## config.mk

```make
export PLATFORM = sky130hd
export DESIGN_NAME = vga_text_render
export DESIGN_NICKNAME = d
export VERILOG_FILES = /design/src/rtl/vga_console_pkg.sv /design/src/rtl/font_rom_8x12.sv /design/src/rtl/vga_text_render.sv
export SDC_FILE = /design/constraint.sdc
export NUM_CORES = 1
export LEC_CHECK = 0
export CAP_MARGIN = 5
export CORE_MARGIN = 4
export CORE_UTILIZATION = 40
export DETAILED_ROUTE_END_ITERATION = 8
export GPL_TIMING_DRIVEN = 0
export PLACE_DENSITY = 0.75
export SYNTH_ARGS = -nofsm -noshare
export SYNTH_HDL_FRONTEND = slang
export SYNTH_HIERARCHICAL = 1
export SYNTH_SLANG_ARGS = --single-unit
```

## constraint.sdc

```tcl
create_clock -name clk -period 3 [get_ports clk]
set_input_delay 0.6 -clock clk [delete_from_list [all_inputs] [get_ports clk]]
set_output_delay 0.6 -clock clk [all_outputs]
set_load 0.05 [all_outputs]
```

## src/rtl/vga_console_pkg.sv

```systemverilog
// Shared constants and helpers for the vgaconsole text pixel path.
//   Geometry: 32x16 cells of 32x48 px, 8x12 glyphs at 4x scale.
//   glyph_index(): 7-bit character code -> 6-bit font ROM index.
package vga_console_pkg;
  localparam int GLYPH_W          = 8;
  localparam int GLYPH_H          = 12;
  localparam int SCALE_SHIFT      = 2;
  localparam int COLS             = 32;
  localparam int ROWS             = 16;
  localparam int ADDR_W           = 9;
  localparam int CODE_W           = 7;
  localparam int RGB_W            = 6;
  localparam int CURSOR_ROW_FIRST = 10;

  // 0x20..0x5F -> 0..63; 0x60..0x7F fold onto 0x40..0x5F so lowercase shows
  // as uppercase. Control codes (0x00..0x1F) are masked by the caller.
  function automatic logic [5:0] glyph_index(input logic [CODE_W-1:0] code);
    logic [CODE_W-1:0] c;
    c = (code[6:5] == 2'b11) ? code - 7'h20 : code;
    return 6'(c - 7'h20);
  endfunction
endpackage

```

## src/rtl/font_rom_8x12.sv

```systemverilog
// Combinational 8x12 font ROM.
//   glyph : 6-bit glyph index (code 0x20 + glyph)
//   row   : glyph row 0..11 (12..15 read as 0)
//   bits  : row bitmap, bit 7 is the leftmost pixel
// Glyph 0 (space) is empty; '0', 'A' and 'H' carry full bitmaps and every
// other glyph is drawn as a hollow box.
module font_rom_8x12 (
  input  logic [5:0] glyph,
  input  logic [3:0] row,
  output logic [7:0] bits
);
  localparam logic [0:11][7:0] G_ZERO = {8'h00, 8'h3C, 8'h66, 8'h6E, 8'h76, 8'h66,
                                         8'h66, 8'h66, 8'h3C, 8'h00, 8'h00, 8'h00};
  localparam logic [0:11][7:0] G_A    = {8'h00, 8'h18, 8'h3C, 8'h66, 8'h66, 8'h7E,
                                         8'h66, 8'h66, 8'h66, 8'h00, 8'h00, 8'h00};
  localparam logic [0:11][7:0] G_H    = {8'h00, 8'h66, 8'h66, 8'h66, 8'h7E, 8'h66,
                                         8'h66, 8'h66, 8'h66, 8'h00, 8'h00, 8'h00};
  localparam logic [0:11][7:0] G_BOX  = {8'h00, 8'h7E, 8'h42, 8'h42, 8'h42, 8'h42,
                                         8'h42, 8'h42, 8'h42, 8'h7E, 8'h00, 8'h00};

  always_comb begin
    bits = 8'h00;
    if (row < 4'd12) begin
      case (glyph)
        6'd0:    bits = 8'h00;
        6'd16:   bits = G_ZERO[row];
        6'd33:   bits = G_A[row];
        6'd40:   bits = G_H[row];
        default: bits = G_BOX[row];
      endcase
    end
  end
endmodule

```

## src/rtl/vga_text_render.sv

```systemverilog
// Text-mode pixel generator behind the VGA timing generator.
//   clk/rst          : pixel clock, synchronous active-high reset
//   x_hi/x_lo,y_hi/y_lo : split coordinates (cell index / pixel in cell)
//   hsync_in/vsync_in/blank_in : timing generator outputs
//   char_addr/char_data : text buffer read port (data one clk after addr)
//   fg_color/bg_color : RRGGBB colours, cursor_en/cursor_pos : cursor
//   rgb/hsync/vsync  : pixel and syncs, all delayed by the same 3 stages
module vga_text_render
  import vga_console_pkg::*;
#(
  parameter int BLINK_BIT = 5
) (
  input  logic       clk,
  input  logic       rst,
  input  logic [5:0] x_hi,
  input  logic [4:0] x_lo,
  input  logic [4:0] y_hi,
  input  logic [5:0] y_lo,
  input  logic       hsync_in,
  input  logic       vsync_in,
  input  logic       blank_in,
  output logic [8:0] char_addr,
  input  logic [6:0] char_data,
  input  logic [5:0] fg_color,
  input  logic [5:0] bg_color,
  input  logic       cursor_en,
  input  logic [8:0] cursor_pos,
  output logic [5:0] rgb,
  output logic       hsync,
  output logic       vsync
);
  logic [2:0] s1_col, s2_col;
  logic [3:0] s1_row, s2_row;
  logic       s1_cur, s2_cur, s1_blank, s2_blank;
  logic       s1_hs, s2_hs, s1_vs, s2_vs;
  logic [5:0] frame_cnt;
  logic       vs_prev;
  logic [5:0] gidx;
  logic [7:0] rom_bits;
  logic       ctrl_code, cursor_row, cursor_hit, pix;
  logic       unused_lsbs;

  // Sub-pixel bits of the 4x scaling never select anything.
  assign unused_lsbs = ^{x_lo[1:0], y_lo[1:0]};

  // S1 captures the address and side info; S2 waits out the buffer latency.
  always_ff @(posedge clk) begin
    if (rst) begin
      char_addr <= '0;
      s1_col <= '0; s1_row <= '0; s1_cur <= 1'b0;
      s1_blank <= 1'b1; s1_hs <= 1'b1; s1_vs <= 1'b0;
      s2_col <= '0; s2_row <= '0; s2_cur <= 1'b0;
      s2_blank <= 1'b1; s2_hs <= 1'b1; s2_vs <= 1'b0;
    end else begin
      char_addr <= {y_hi[3:0], x_hi[4:0]};
      s1_col    <= x_lo[4:2];
      s1_row    <= y_lo[5:2];
      s1_cur    <= ({y_hi[3:0], x_hi[4:0]} == cursor_pos);
      s1_blank  <= blank_in | x_hi[5] | y_hi[4];
      s1_hs     <= hsync_in;
      s1_vs     <= vsync_in;
      s2_col    <= s1_col;
      s2_row    <= s1_row;
      s2_cur    <= s1_cur;
      s2_blank  <= s1_blank;
      s2_hs     <= s1_hs;
      s2_vs     <= s1_vs;
    end
  end

  // Frame counter steps once per vsync_in rising edge, however long it stays high.
  always_ff @(posedge clk) begin
    if (rst) begin
      frame_cnt <= '0;
      vs_prev   <= 1'b0;
    end else begin
      vs_prev <= vsync_in;
      if (vsync_in && !vs_prev) frame_cnt <= frame_cnt + 6'd1;
    end
  end

  assign gidx = glyph_index(char_data);

  font_rom_8x12 u_font (
    .glyph (gidx),
    .row   (s2_row),
    .bits  (rom_bits)
  );

  // The output stage reads the registered frame_cnt, so a pixel coinciding
  // with a vsync rising edge still sees the pre-increment blink phase.
  assign ctrl_code  = (char_data[6:5] == 2'b00);
  assign cursor_row = (s2_row == 4'(CURSOR_ROW_FIRST)) || (s2_row == 4'(CURSOR_ROW_FIRST + 1));
  assign cursor_hit = cursor_en & s2_cur & cursor_row & ~frame_cnt[BLINK_BIT];
  assign pix        = (~ctrl_code & rom_bits[3'd7 - s2_col]) ^ cursor_hit;

  always_ff @(posedge clk) begin
    if (rst) begin
      rgb   <= '0;
      hsync <= 1'b1;
      vsync <= 1'b0;
    end else begin
      rgb   <= s2_blank ? '0 : (pix ? fg_color : bg_color);
      hsync <= s2_hs;
      vsync <= s2_vs;
    end
  end
endmodule
```

# ---- Word level (Yosys, flattened, before mapping)
# Memory sizes are Yosys's and may differ from the RTL's.
# Index checks and enable logic that the tools add are counted.
dict set report word_totals {
  rom_bits 512
  latch_bits 0
  mem_bits_rw 0
  in_bits 56
  wordCells 65
  memories 4
  regBits 45
  output_inout_bits 17
}
dict set report classes {
  bitwise_logic 10
  n_eq_ne 7
  shifts 0
  muxes 14
  reduce_logical 6
  order_cmp 3
  multipliers 0
  div_mod_pow 0
  addsub 4
}
# name depth width read_ports rd_ports_with_merged_regs wr line
set memory_table {}
lappend memory_table {{(name not given)} 16 8 1 0 0 font_rom_8x12.sv:29} ;# default: bits = G_BOX[row];
lappend memory_table {{(name not given)} 16 8 1 0 0 font_rom_8x12.sv:27} ;# 6'd33: bits = G_A[row];
lappend memory_table {{(name not given)} 16 8 1 0 0 font_rom_8x12.sv:28} ;# 6'd40: bits = G_H[row];
lappend memory_table {{(name not given)} 16 8 1 0 0 font_rom_8x12.sv:26} ;# 6'd16: bits = G_ZERO[row];
# operator n
set op_table {}
lappend op_table {{8-bit 2-to-1 mux} 9}
lappend op_table {{8-bit one-hot mux with 4 select lines} 1}
lappend op_table {{6-bit equality test (second input constant)} 2}
lappend op_table {{6-bit 2-to-1 mux} 2}
lappend op_table {{6-bit subtractor (second input constant)} 2}
lappend op_table {{9-bit equality test} 1}
lappend op_table {{4-bit equality test (second input constant)} 2}
lappend op_table {{6-bit by 1-bit adder with 6-bit output (second input constant)} 1}
lappend op_table {{6-bit by 5-bit equality test with 1-bit output (second input constant)} 1}
lappend op_table {{6-bit zero test} 1}
lappend op_table {{5-bit greater-or-equal comparator (second input constant)} 1}
lappend op_table {{4-bit NOT with 5-bit output} 1}
lappend op_table {{1-bit bitwise AND} 4}
lappend op_table {{3-bit by 4-bit less-than comparator with 1-bit output (second input constant)} 1}
lappend op_table {{4-bit less-than comparator (second input constant)} 1}
lappend op_table {{1-bit binary-select mux with 3-bit select} 1}
lappend op_table {{3-bit subtractor (first input constant)} 1}
lappend op_table {{2-bit equality test (second input constant)} 1}
lappend op_table {{2-bit zero test} 1}
lappend op_table {{1-bit NOT} 2}
lappend op_table {{1-bit bitwise OR} 2}
lappend op_table {{2-bit OR reduction} 1}
lappend op_table {{1-bit logical AND} 1}
lappend op_table {{1-bit zero test} 1}
lappend op_table {{other kinds (3)} 3}

# ---- Longest topological paths before layout
# Gate-level depths: netlist of the first run.
dict set report logic_depth {
  ltp_word 11
  ltp_mapped 13
}

# ---- Cells and area by module
# The synthesis of the first run kept the hierarchy.
# mod area_per_inst_um2 cells_each instances
set modules_own_cells {}
lappend modules_own_cells {vga_text_render 1706.6 168 1}
lappend modules_own_cells {font_rom_8x12 381.6 54 1}

# ---- Worst setup path before layout of the first run
# OpenSTA, ideal clock, no wires.
dict set report synth_timing {
  kind {in2reg}
  startpoint {in char_data[6]}
  endpoint {reg rgb[1]}
  n_path_buf 2
  setup_slack_ps 139
  arrival_ps 2800
  cell_stages 12
  cell_sequence {nand2b_1 or3_1 a31oi_1 a21boi_1 a21oi_1 buf_4 mux2i_1 nor3b_1 o32ai_4 buf_6 nand4_1 nand3_1}
}
dict set report synth_via {
  elab_chain_cells 11
  word_cells_on_any_way 16
  cone_classes {add/sub (1); eq/ne (4); mux (6); bitwise (3); reduce/logical (2)}
}
# item line
set synth_lines {}
lappend synth_lines {{start: declaration} vga_text_render.sv:23} ;# input logic [6:0] char_data,
lappend synth_lines {{2-bit equality test (*)} vga_console_pkg.sv:19} ;# c = (code[6:5] == 2'b11) ? code - 7'h20 : code;
lappend synth_lines {{6-bit 2-to-1 mux (*)} vga_console_pkg.sv:19}
lappend synth_lines {{6-bit subtractor (*)} vga_console_pkg.sv:20} ;# return 6'(c - 7'h20);
lappend synth_lines {{6-bit equality test, or another cell as far along} font_rom_8x12.sv:24} ;# case (glyph)
lappend synth_lines {{8-bit one-hot mux with 4 select lines (*)} font_rom_8x12.sv:24}
lappend synth_lines {{8-bit 2-to-1 mux (*)} font_rom_8x12.sv:23} ;# if (row < 4'd12) begin
lappend synth_lines {{named net rom_bits[2]} vga_text_render.sv:39} ;# logic [7:0] rom_bits;
lappend synth_lines {{1-bit binary-select mux with 3-bit select (*)} vga_text_render.sv:95} ;# assign pix = (~ctrl_code & rom_bits[3'd7 - s2_col]) ^ cursor_hit;
lappend synth_lines {{1-bit 2-to-1 mux (implied by the code) (*)} vga_text_render.sv:95}
lappend synth_lines {{1-bit bitwise AND (*)} vga_text_render.sv:95}
lappend synth_lines {{1-bit bitwise XOR (*)} vga_text_render.sv:95}
lappend synth_lines {{6-bit 2-to-1 mux (*)} vga_text_render.sv:103} ;# rgb <= s2_blank ? '0 : (pix ? fg_color : bg_color);
lappend synth_lines {{end signal: assignment} vga_text_render.sv:103}
lappend synth_lines {{end: declaration} vga_text_render.sv:28} ;# output logic [5:0] rgb,
# Mark *: on every way through the listed nets, which the timed path passes. The rest lies on a longest branch. The select of a mux whose other input is x is not followed.
# A chain may end at the register's enable or synchronous reset.

# ---- Worst setup path in the final report of the first run
dict set report layout_timing {
  startpoint {in char_data[2]}
  endpoint {reg rgb[3]}
}
dict set report layout_via {
  elab_chain_cells 11
  word_cells_on_any_way 14
  cone_classes {add/sub (2); eq/ne (3); mux (6); bitwise (2); reduce/logical (1)}
}
# item line
set layout_lines {}
lappend layout_lines {{6-bit subtractor} vga_console_pkg.sv:19}
lappend layout_lines {{6-bit 2-to-1 mux (*)} vga_console_pkg.sv:19}
lappend layout_lines {{6-bit subtractor (*)} vga_console_pkg.sv:20}
lappend layout_lines {{6-bit equality test, or another cell as far along} font_rom_8x12.sv:24}
lappend layout_lines {{8-bit one-hot mux with 4 select lines (*)} font_rom_8x12.sv:24}
lappend layout_lines {{8-bit 2-to-1 mux (*)} font_rom_8x12.sv:23}
lappend layout_lines {{named net rom_bits[2]} vga_text_render.sv:39}
lappend layout_lines {{1-bit binary-select mux with 3-bit select (*)} vga_text_render.sv:95}
lappend layout_lines {{1-bit 2-to-1 mux (implied by the code) (*)} vga_text_render.sv:95}
lappend layout_lines {{1-bit bitwise AND (*)} vga_text_render.sv:95}
lappend layout_lines {{1-bit bitwise XOR (*)} vga_text_render.sv:95}
lappend layout_lines {{6-bit 2-to-1 mux (*)} vga_text_render.sv:103}
# Marks and branches as above.

==> results of run 1 <==
## logic make-up (layout without fill, tap and decap cells)
family                   Yosys count  count (layout)  synth area share (%)
AND/OR/NAND/NOR                  111             111                  31.6
flip-flops                        45              45                  43.1
AO/OA/AOI/OAI                     24              24                  9.53
buffers and inverters             17              99                  4.25
XOR/XNOR                          13              13                  5.45
multiplexers                       7               7                  3.42
adder cells (fa/ha/maj)            4               4                  2.40
other                              1               2                 0.180
## power by group through the flow
stage | combinational (mW) | sequential, mW | clock (mW)
floorplan | 0.0884 | 0.669 | 0
global placement | 0.219 | 0.642 | 0
detailed placement | 0.223 | 0.643 | 0
CTS | 0.236 | 0.629 | 0.365
global route | 0.258 | 0.632 | 0.396
finish | 0.240 | 0.629 | 0.352
## final cells by class
class	count	area share (%)
buffer	13	2.27
clock buffer	7	2.47
clock inverter	1	0.243
inverter	3	0.365
multi-input combinational	161	39.2
sequential	45	29.2
tap	70	2.84
timing repair buffer	75	23.4
## per-layer routing
metal	routed length [microns]	vias to the layer above	track usage, %
met5	0	-	0
met4	67	0	5.07
met3	468	8	6.61
met2	2440	72	28.3
met1	1910	870	15.5
li1	-	945	-
## cells in the final DEF (no fill, tap or decap), types with 6 or more instances in the layout
cell type	instances
buf_4	9
clkdlybuf4s50_1	61
nor2_1	9
nand2b_1	6
a21o_1	6
nand2_1	8
nand3_1	17
nand4_1	16
mux2i_1	6
nor2b_1	27
xnor2_1	9
clkbuf_1	8
dfxtp_1	45
## worst max-delay path: cells and delay by family
family	cells	cell delay (ns)
muxes	1	0.06
AOI/OAI and AO/OA	4	0.81
and+or+nand+nor	4	1.02
buffers and inverters	3	0.55
## state kept, by name (all words and copies together), names as in the netlist, 3 cells and up
signal	count
char_addr	9
frame_cnt	6
rgb	6
s1_row	4
s2_row	4
s1_col	3
s2_col	3
## path summary, 6_finish.rpt
kind,end,slack (ns)
min reg2reg,s2_blank,0.42
min,s2_blank,0.42
max,rgb[3],0.14
max reg2reg,rgb[3],0.24
## timing repair
| item | 4_1_cts | 5_1_grt |
|---|---|---|
| setup buffers | 5 | 1 |
| endpoints found under the hold margin | 0 | 0 |
| gates resized for setup | 20 | 10 |
| pin swaps | 7 | 8 |
| gates cloned | 0 | 1 |
| endpoints found under the setup margin | 6 | 6 |
==> results.tsv, run 1 <==
stage	metric	value	unit
cells_and_area	multi_input_area	1210	sq um
timing	fmaxAchievable	350	MHz
timing	slew_headroom	64.5	%
grt	track_usage	15.4	%
setup_path	cp-startpoint	char_data[2]	
timing	fin_hold_ws	0.416	ns
setup_path	crit_chain	dlygate4sd2_1, or4b_4, o311ai_2, o221ai_1, a21oi_2, buf_4, mux2i_1, nor3b_2, o32ai_4, buf_2, nand4_1, nand3_1	
timing	fin_crit_sh	95.3	%
power_and_ir_drop	irDropWorstVdd	0.300	mV
grt	grt_max_degree	14	
power_and_ir_drop	power_frac_seq	51.5	%
synth	netlist_instances	222	
hold_path	hold_path_depth	1	
synth	yosysWarnings	6	
power_and_ir_drop	comb_power_share	19.7	%
cells_and_area	seqCellArea	901	sq um
detailed_routing	drt-initial-drc-count	121	
detailed_routing	final_antenna_net_count	0	
cells_and_area	fillers	456	
detailed_routing	dr.pass1.iters	4	
clocking	clock_path_buffers	2	
floorplan	ios	73	
setup_path	crit_path_max_fanout	7	
timing	fin_setup_tns	0	ns
detailed_routing	vias	1895	
job	maxCapViolCount	0	
timing	finalWorstSetupSlack	0.140	ns
synth	post-synth-top-count-cell	dfxtp_1	
setup_path	ff2ff_path_depth	13	
timing	hold_violations	0	
setup_path	critPathKind	in -> reg	
synth	avgSynthCellArea	9.41	sq um
power_and_ir_drop	netSwitchingFraction	25.2	%
cells_and_area	diodes	0	
synth	synthFlopType	dfxtp_1	
synth	yosys.area.top_type_share	43.1	%
power_and_ir_drop	finalPower	1.22	mW
place	portBuffers	68	
detailed_routing	via_per_inst	5.05	
status	status	complete, no violations	
cells_and_area	fin_nets	364	
clocking	insertion_delay	0.29	ns
timing	fin_crit	2.86	ns
grt	antenna_found_initial	0	
power_and_ir_drop	internal-power	0.914	mW
detailed_routing	routed_wl	4.89	mm
timing	setup_violations	0	
cells_and_area	layout-drive-gt1-share	14.8	%
setup_path	cp.arrival	3.04	ns
setup_path	start_kind	primary input	
floorplan	coreArea	5070	sq um
floorplan	fp.dieArea	6440	sq um
power_and_ir_drop	power.leakage	1.13	nW
clocking	ctsHoldBuffers	0	
setup_path	cp.required	3.18	ns
synth	synthTopCellsByCount	dfxtp_1, nor2b_1, nand3_1, nand4_1, nor2_1	
timing	rsz0062_at_grt	false	
floorplan	dieWidth	80.3	microns
place	placed_cell_area	2860	sq um
cells_and_area	final_cell_count_no_fill	375	
place	pre_cts_ws	-0.781	ns
detailed_routing	drc_errors	0	
detailed_routing	routedWlPerCell	13.0	microns
synth	synth-seq-cells	45	
setup_path	end_kind	flip-flop	
floorplan	row_count	26	
synth	async_flop_share	0	%
clocking	cts_tree	built	
clocking	htreeDepth	2	
grt	overflow	0	
synth	yosysTopAreaCell	dfxtp_1	
synth	mappedNetlistArea	2090	sq um
power_and_ir_drop	p_clk_share	28.8	%
clocking	cts_root_buf	clkbuf_8	
cells_and_area	final_area	3090	sq um
hold_path	hp-class	reg -> reg	
setup_path	reg2reg_from	s2_row[1]	
synth	seq_area_frac_synth	43.1	%
clocking	cts.reportedPaths.clkPinSlew	0.08	ns
synth	synth-edff-count	0	
cells_and_area	final_core_util	60.8	%
grt	grt_pass1_vias	1858	
floorplan	die_y	80.3	microns
setup_path	slowest_delay	0.60	ns
clocking	cts.sinks	45	
cells_and_area	area_growth	47.8	%
synth	synth_area_leaders	dfxtp_1, nor2b_1, nand4_1	
clocking	cts_buffers	5	
place	place_inst	361	
power_and_ir_drop	power_density	396	nW/um^2
floorplan	floorplan.initialDensity	41.1	%
timing	finClkSkew	0.0122	ns
setup_path	crit_slowest_cell	or4b_4	
place	dpl.hpwl	3.62	mm
timing	slew_violations	0	
timing	worst_pin_slew	0.531	ns
hold_path	worstHoldStart	s1_blank	
power_and_ir_drop	p_sw	0.308	mW
grt	grt_pass1_wl	7.82	mm
place	gp_congestion	0.854	
synth	synth_cell_types	45	
No activity file was read; power rests on OpenSTA's default activity.
==> run 2: changes to the inputs <==
--- a/config.mk
+++ b/config.mk
@@ -5,7 +5,7 @@
 export SDC_FILE = /design/constraint.sdc
 export NUM_CORES = 1
 export LEC_CHECK = 0
-export CAP_MARGIN = 5
+export CAP_MARGIN = 20
 export CORE_MARGIN = 4
 export CORE_UTILIZATION = 40
 export DETAILED_ROUTE_END_ITERATION = 8
==> results of run 2 <==
Same layout as run 1: the final DEF is identical, and so are final timing and power.
